<file path="src/rtl/img_channel_streamer.sv">
// Streams N_CHANNELS equally sized BRAM images out as bytes over a valid/ready link.
// Each channel may be preceded by a header byte; channels advance automatically or on a button.
module img_channel_streamer #(
   parameter int unsigned WIDTH         = 64,
   parameter int unsigned HEIGHT        = 64,
   parameter int unsigned BIT_DEPTH     = 8,
   parameter int unsigned N_CHANNELS    = 2,
   parameter int unsigned BRAM_LATENCY  = 2,
   parameter int unsigned SEND_HEADER   = 1,
   parameter int unsigned SIGNED_OFFSET = 0,
   localparam int unsigned NPIX = WIDTH * HEIGHT,
   localparam int unsigned AW   = (NPIX > 1) ? $clog2(NPIX) : 1,
   localparam int unsigned CW   = (N_CHANNELS > 1) ? $clog2(N_CHANNELS) : 1
) (
   input  logic                              clk_in,
   input  logic                              rst_in,
   input  logic                              start_in,
   input  logic                              step_mode_in,
   input  logic                              advance_in,
   input  logic                              abort_in,
   output logic [AW-1:0]                     rd_addr_out,
   output logic                              rd_en_out,
   input  logic [N_CHANNELS*BIT_DEPTH-1:0]   rd_data_in,
   output logic [7:0]                        tx_data_out,
   output logic                              tx_valid_out,
   input  logic                              tx_ready_in,
   output logic [CW-1:0]                     chan_out,
   output logic                              busy_out,
   output logic                              chan_done_out,
   output logic                              done_out
);

   typedef enum logic [2:0] {
      StIdle, StHeader, StFetch, StWaitRd, StSend, StChanEnd, StWaitAdv
   } state_e;

   localparam logic [AW-1:0] LastAddr = AW'(NPIX - 1);
   localparam logic [CW-1:0] LastChan = CW'(N_CHANNELS - 1);
   localparam logic [1:0]    LatMax   = 2'(BRAM_LATENCY - 1);

   state_e        state_q, state_d;
   logic [AW-1:0] addr_q, addr_d;
   logic [CW-1:0] chan_q, chan_d;
   logic [1:0]    lat_q, lat_d;
   logic          step_q, step_d;
   logic          rd_en_q, rd_en_d;
   logic [7:0]    tx_data_q, tx_data_d;
   logic          tx_valid_q, tx_valid_d;
   logic          busy_q, busy_d;
   logic          chan_done_q, chan_done_d;
   logic          done_q, done_d;

   logic                 begin_chan;
   logic [CW-1:0]        next_chan;
   int unsigned          rd_idx;
   logic [BIT_DEPTH-1:0] pix;
   logic [7:0]           pix_byte;

   always_comb begin
      rd_idx = int'(chan_q) * BIT_DEPTH;
      pix    = rd_data_in[rd_idx +: BIT_DEPTH];
      // Two's complement to offset binary: flip the sign bit.
      if (SIGNED_OFFSET != 0) pix[BIT_DEPTH-1] = ~pix[BIT_DEPTH-1];
      pix_byte = 8'(pix);
   end

   always_comb begin
      state_d     = state_q;
      addr_d      = addr_q;
      chan_d      = chan_q;
      lat_d       = lat_q;
      step_d      = step_q;
      rd_en_d     = 1'b0;
      tx_data_d   = tx_data_q;
      tx_valid_d  = tx_valid_q;
      busy_d      = busy_q;
      chan_done_d = 1'b0;
      done_d      = 1'b0;
      begin_chan  = 1'b0;
      next_chan   = '0;

      unique case (state_q)
         StIdle: begin
            if (start_in) begin
               step_d     = step_mode_in;
               busy_d     = 1'b1;
               begin_chan = 1'b1;
            end
         end
         StHeader: begin
            if (tx_ready_in) begin
               tx_valid_d = 1'b0;
               rd_en_d    = 1'b1;
               state_d    = StFetch;
            end
         end
         StFetch: begin
            lat_d   = '0;
            state_d = StWaitRd;
         end
         StWaitRd: begin
            if (lat_q == LatMax) begin
               tx_data_d  = pix_byte;
               tx_valid_d = 1'b1;
               state_d    = StSend;
            end else begin
               lat_d = lat_q + 2'd1;
            end
         end
         StSend: begin
            if (tx_ready_in) begin
               tx_valid_d = 1'b0;
               if (addr_q != LastAddr) begin
                  addr_d  = addr_q + AW'(1);
                  rd_en_d = 1'b1;
                  state_d = StFetch;
               end else begin
                  chan_done_d = 1'b1;
                  done_d      = (chan_q == LastChan);
                  state_d     = StChanEnd;
               end
            end
         end
         StChanEnd: begin
            if (chan_q == LastChan) begin
               busy_d  = 1'b0;
               state_d = StIdle;
            end else if (step_q) begin
               state_d = StWaitAdv;
            end else begin
               begin_chan = 1'b1;
               next_chan  = chan_q + CW'(1);
            end
         end
         StWaitAdv: begin
            if (advance_in) begin
               begin_chan = 1'b1;
               next_chan  = chan_q + CW'(1);
            end
         end
         default: state_d = StIdle;
      endcase

      if (begin_chan) begin
         chan_d = next_chan;
         addr_d = '0;
         if (SEND_HEADER != 0) begin
            tx_data_d  = 8'hA0 | 8'(next_chan);
            tx_valid_d = 1'b1;
            state_d    = StHeader;
         end else begin
            rd_en_d = 1'b1;
            state_d = StFetch;
         end
      end

      // Abort overrides everything, including the end-of-channel pulses.
      if (abort_in) begin
         state_d     = StIdle;
         busy_d      = 1'b0;
         tx_valid_d  = 1'b0;
         rd_en_d     = 1'b0;
         chan_done_d = 1'b0;
         done_d      = 1'b0;
      end
   end

   always_ff @(posedge clk_in or posedge rst_in) begin
      if (rst_in) begin
         state_q     <= StIdle;
         addr_q      <= '0;
         chan_q      <= '0;
         lat_q       <= '0;
         step_q      <= 1'b0;
         rd_en_q     <= 1'b0;
         tx_data_q   <= '0;
         tx_valid_q  <= 1'b0;
         busy_q      <= 1'b0;
         chan_done_q <= 1'b0;
         done_q      <= 1'b0;
      end else begin
         state_q     <= state_d;
         addr_q      <= addr_d;
         chan_q      <= chan_d;
         lat_q       <= lat_d;
         step_q      <= step_d;
         rd_en_q     <= rd_en_d;
         tx_data_q   <= tx_data_d;
         tx_valid_q  <= tx_valid_d;
         busy_q      <= busy_d;
         chan_done_q <= chan_done_d;
         done_q      <= done_d;
      end
   end

   assign rd_addr_out   = addr_q;
   assign rd_en_out     = rd_en_q;
   assign tx_data_out   = tx_data_q;
   assign tx_valid_out  = tx_valid_q;
   assign chan_out      = chan_q;
   assign busy_out      = busy_q;
   assign chan_done_out = chan_done_q;
   assign done_out      = done_q;

endmodule
</file>
<file path="config.mk">
export PLATFORM = sky130hd
export DESIGN_NAME = img_channel_streamer
export DESIGN_NICKNAME = d
export VERILOG_FILES = /design/src/rtl/img_channel_streamer.sv
export SDC_FILE = /design/constraint.sdc
export NUM_CORES = 1
export LEC_CHECK = 0
export CORE_MARGIN = 2
export CORE_UTILIZATION = 44
export DETAILED_ROUTE_END_ITERATION = 10
export HOLD_SLACK_MARGIN = 0.03
export PLACE_DENSITY = 0.76
export SLEW_MARGIN = 20
export SYNTH_ARGS = -nofsm -noshare
export SYNTH_HDL_FRONTEND = slang
export SYNTH_SLANG_ARGS = --single-unit
</file>
<file path="constraint.sdc">
create_clock -name clk_in -period 2.2 [get_ports clk_in]
set_clock_uncertainty 0.15 [all_clocks]
set_input_delay 0.22 -clock clk_in [delete_from_list [all_inputs] [get_ports clk_in]]
set_output_delay 0.22 -clock clk_in [all_outputs]
set_load 0.01 [all_outputs]
</file>
==> PnR_summary.wiki, run 1 <==
{| class="wikitable"
! Metric !! Value
|-
| Synthesized instance count || 212
|-
| Worst vdd ir || 0.000475 V
|-
| Total of hold buffers inserted after clock tree synthesis || 0
|-
| Depth of the worst register-to-register path || 5
|-
| Biggest area contributors in the synthesized netlist || dfrtp_1 (42%), mux2i_1 (5.2%), a21oi_1 (4.2%)
|-
| Worst min-delay path category || in2async
|-
| CTS root buf || clkbuf_8
|-
| Pre-antenna DRT Iters || 4
|-
| Final Hold Viols || 0
|-
| Detailed placement HPWL || 3.49 mm
|-
| Clock buffer count from CTS || 5
|-
| Critical Path Sink Type || flop
|-
| Via count || 1885
|-
| Fraction of power consumed by sequential logic || 34.8%
|-
| Insertion delay to the later sink of the worst-skew pair || ~290 ps
|-
| Count of input and output buffers || 48
|-
| Core Box Area || 4290 µm²
|-
| Switching Share || between 30% and 40%
|-
| Signal arrival time at the worst endpoint || 2130 ps
|-
| DRC marker count from the first detailed-route iteration || 193
|-
| Unrepaired setup endpoints after global routing || no
|-
| Commonest cells in the synthesized netlist || dfrtp_1 (32), nor2_1 (20), a21oi_1 (16), o21ai_0 (14), nand3_1 (11)
|-
| Required time at the worst-slack endpoint || 2230 ps
|-
| Leakage component of the power || 1.04 nW
|-
| Syn_area_per_cell || 9.09 µm²
|-
| Final number of setup-violating endpoints || 0
|-
| Count of antenna diodes in the layout || 0
|-
| Unique masters post-synth || 54
|-
| Via count normalized by instance count || 5.69
|-
| Power spent charging and discharging nets || just over 0.0008 W
|-
| Crit path launch type || flop
|-
| Initial antenna violation count || 0
|-
| Crit path buffers/inverters || 0
|-
| Worst slew slack as a fraction of its limit || 60.1%
|-
| DRC violations left || 0
|-
| Clock tree sinks || 32
|-
| Setup WS pre-CTS || 54.8 ps
|-
| Die Width || 70.2 µm
|-
| Internal Dissipation || 0.00139 W
|-
| Count of flip-flops with a built-in enable after synthesis || 0
|-
| Max_cap viols || 0
|-
| R2R Setup Slk || 100 ps
|-
| Post-route setup TNS || 0 ps
|-
| Part of the Yosys area used for sequential elements || approximately two fifths
|-
| Maximum frequency from static timing analysis || 476 MHz
|-
| Pwr/cell area || 816 nW/µm²
|-
| Clk network pwr share || 19.4%
|-
| Fraction of final layout cells sized beyond drive strength 1 || 17.2%
|-
| Layout overhead on the synthesized area || 39.9%
|-
| Number of global-route vias before repair || 1796
|-
| Slew Viols, Final || 0
|-
| Worst path cell trace || ha_2 -> nand2_1 -> or4_1 -> or3_4 -> a2111oi_4
|-
| FFs w/ async S/R, synth || 100%
|-
| Post-Syn Nets || between 200 and 250
|-
| Number of H-tree branching levels || 2
|-
| Clock-pin slew on the worst setup and hold paths || 60 ps
|-
| Global-route wire length before repair || 8.42 mm
|-
| Clock tree from TritonCTS || built
|-
| Number of gates resized after CTS || 0
|-
| CP Capture Point || state_q[2]
|-
| Share of the synthesized area in the top cell type || 41.6%
|-
| Peak per-stage delay on the critical path || 510 ps
|-
| Kind of critical path || reg2reg
|-
| DRT antenna net count || 0
|-
| Effective utilization at floorplan || 44.9%
|-
| Min cycle time layout || 2100 ps
|-
| Y dimension of the die || 70.2 µm
|-
| Average detailed-routed wire length per instance || ~14 µm
|-
| Post-CTS Setup Inserts || 0
|-
| Die Outline Area || roughly 4900 µm²
|-
| Number of nets in the layout || 304
|-
| Transition at the pin with the smallest max-transition slack || 594 ps
|-
| Worst R2R Start || rd_addr_out[0]
|-
| Post-route worst setup slack || around 100 ps
|-
| Cell type with the largest total area after synthesis || dfrtp_1
|-
| Maximum number of pins on one net before global-route repair || 33
|-
| Most used standard cell by instance count after synthesis || dfrtp_1
|-
| Worst path depth || 5
|-
| Dpl cell area || 2620 µm²
|-
| Synthesis-stage register bit count || 32
|-
| Predominant post-synthesis flop cell || dfrtp_1
|-
| Gp weighted congestion || 0.849
|-
| Share of power burned in combinational logic || 45.8%
|-
| Number of synthesis warnings || 0
|-
| Global route total overflow || 0
|-
| Combined global-route utilization of all metal layers || around a fifth
|-
| Number of cell rows || 24
|-
| Maximum root-to-sink buffer count || 2
|-
| Capture instance of the worst register-to-register path || state_q[2]
|-
| Post-Route WL || 4.74 mm
|-
| Post-route fraction of the period consumed by the critical path || a little over nine tenths
|-
| I/O pin total || 49
|-
| CP Max Fanout || 4
|-
| Critical path's slowest cell || or4_1
|-
| Timing startpoint of the critical path || rd_addr_out[0]
|-
| Post-synth design cell area || 1930 µm²
|-
| Outcome || finished, final reports clean
|-
| Summed area of non-filler cells in the final layout || roughly 2700 µm²
|-
| CP top delay family || simple AND/OR/NAND/NOR gates
|}
tightest hold or removal path: cells and delay by family:
family                 cells  cell delay [ps]
buffers and inverters      3              800
power by group through the flow:
stage	Clock [W]	Combinational (W)	Sequential, W
6_report	0.000426	0.00101	0.000765
5_1_grt	0.000456	0.00112	0.000779
4_1_cts	0.000435	0.00100	0.000766
3_5_place_dp	0	0.000996	0.000775
3_3_place_gp	0	0.000986	0.000769
2_1_floorplan	0	0.000577	0.000782
cell families after synthesis:
family,after synthesis,synth area share [%]
multiplexers,11,5.78
buffers and inverters,18,3.70
AND/OR/NAND/NOR,88,25.8
flip-flops,32,41.6
adder cells (fa/ha/maj),2,1.30
AO/OA/AOI/OAI,61,21.9
flip-flops by register name, summed over array words and instances (netlist names):
| name | flops |
|---|---|
| rd_addr_out | 12 |
| tx_data_out | 8 |
| state_q | 3 |
| lat_q | 2 |
| busy_out | 1 |
| chan_done_out | 1 |
| chan_out | 1 |
| done_out | 1 |
| rd_en_out | 1 |
| step_q | 1 |
| tx_valid_out | 1 |
metrics by stage:
step           util (%)  total power, W  std cells  hold WS [ps]
2_1_floorplan         -         0.00136        212           186
3_3_place_gp       60.9         0.00175        324           333
3_5_place_dp       60.9         0.00177        324           342
4_1_cts            62.7         0.00220        331           182
5_1_grt            62.8         0.00235        331           254
6_report           62.8         0.00220        331           161
per-layer routing:
metal / track usage [%] / share of wire (%)
met1: 29.0 / 46
met2: 33.8 / 46
met3: 4.47 / 6.3
met4: 7.05 / 1.6
met5: 0 / 0
cell usage in the layout, fill, tap and decap left out, types with 3 or more instances in the layout:
cell type,instances
dfrtp_1,30
o21ai_0,14
nor3_1,9
nand3_1,11
clkdlybuf4s50_1,48
or4_1,3
buf_4,26
inv_1,4
a211oi_1,6
nor2b_1,4
clkbuf_8,5
nand2_1,10
nand2b_1,4
o31ai_1,3
nor2_1,20
or3_1,5
a21oi_1,16
nand4_1,3
mux2i_1,10
area by class of cell:
type                    count  area [µm²]
repair buffers             74         676
flip-flops and latches     32         803
inverters                   4        15.0
multi-input cells         162        1060
well taps                  52        65.1
clock inverters             1        5.00
clock buffers               6        72.6
fillers                   354        1600
how the worst min path moves through the flow:
stage                              start              to  slack (ps)
after floorplan                   rst_in        busy_out         190
after global placement    tx_data_out[5]  tx_data_out[5]         330
after detailed placement  tx_data_out[5]  tx_data_out[5]         340
after CTS                         rst_in  rd_addr_out[2]         180
after global routing              rst_in  rd_addr_out[9]         250
final                             rst_in  rd_addr_out[8]         160
(Power assumes the default switching activity.)
==> run 2: changes to the inputs <==
--- a/config.mk
+++ b/config.mk
@@ -8,8 +8,10 @@
 export CORE_MARGIN = 2
 export CORE_UTILIZATION = 44
 export DETAILED_ROUTE_END_ITERATION = 10
+export GPL_ROUTABILITY_DRIVEN = 0
 export HOLD_SLACK_MARGIN = 0.03
 export PLACE_DENSITY = 0.76
+export SKIP_LAST_GASP = 1
 export SLEW_MARGIN = 20
 export SYNTH_ARGS = -nofsm -noshare
 export SYNTH_HDL_FRONTEND = slang
==> results of run 2 <==
Same layout as run 1: the final DEF is identical, and so are final timing and power.
==> run 3: changes to the inputs <==
--- a/config.mk
+++ b/config.mk
@@ -16,3 +16,4 @@
 export SYNTH_ARGS = -nofsm -noshare
 export SYNTH_HDL_FRONTEND = slang
 export SYNTH_SLANG_ARGS = --single-unit
+export TNS_END_PERCENT = 10
==> results of run 3 <==
Same layout as run 1: the final DEF is identical, and so are final timing and power.
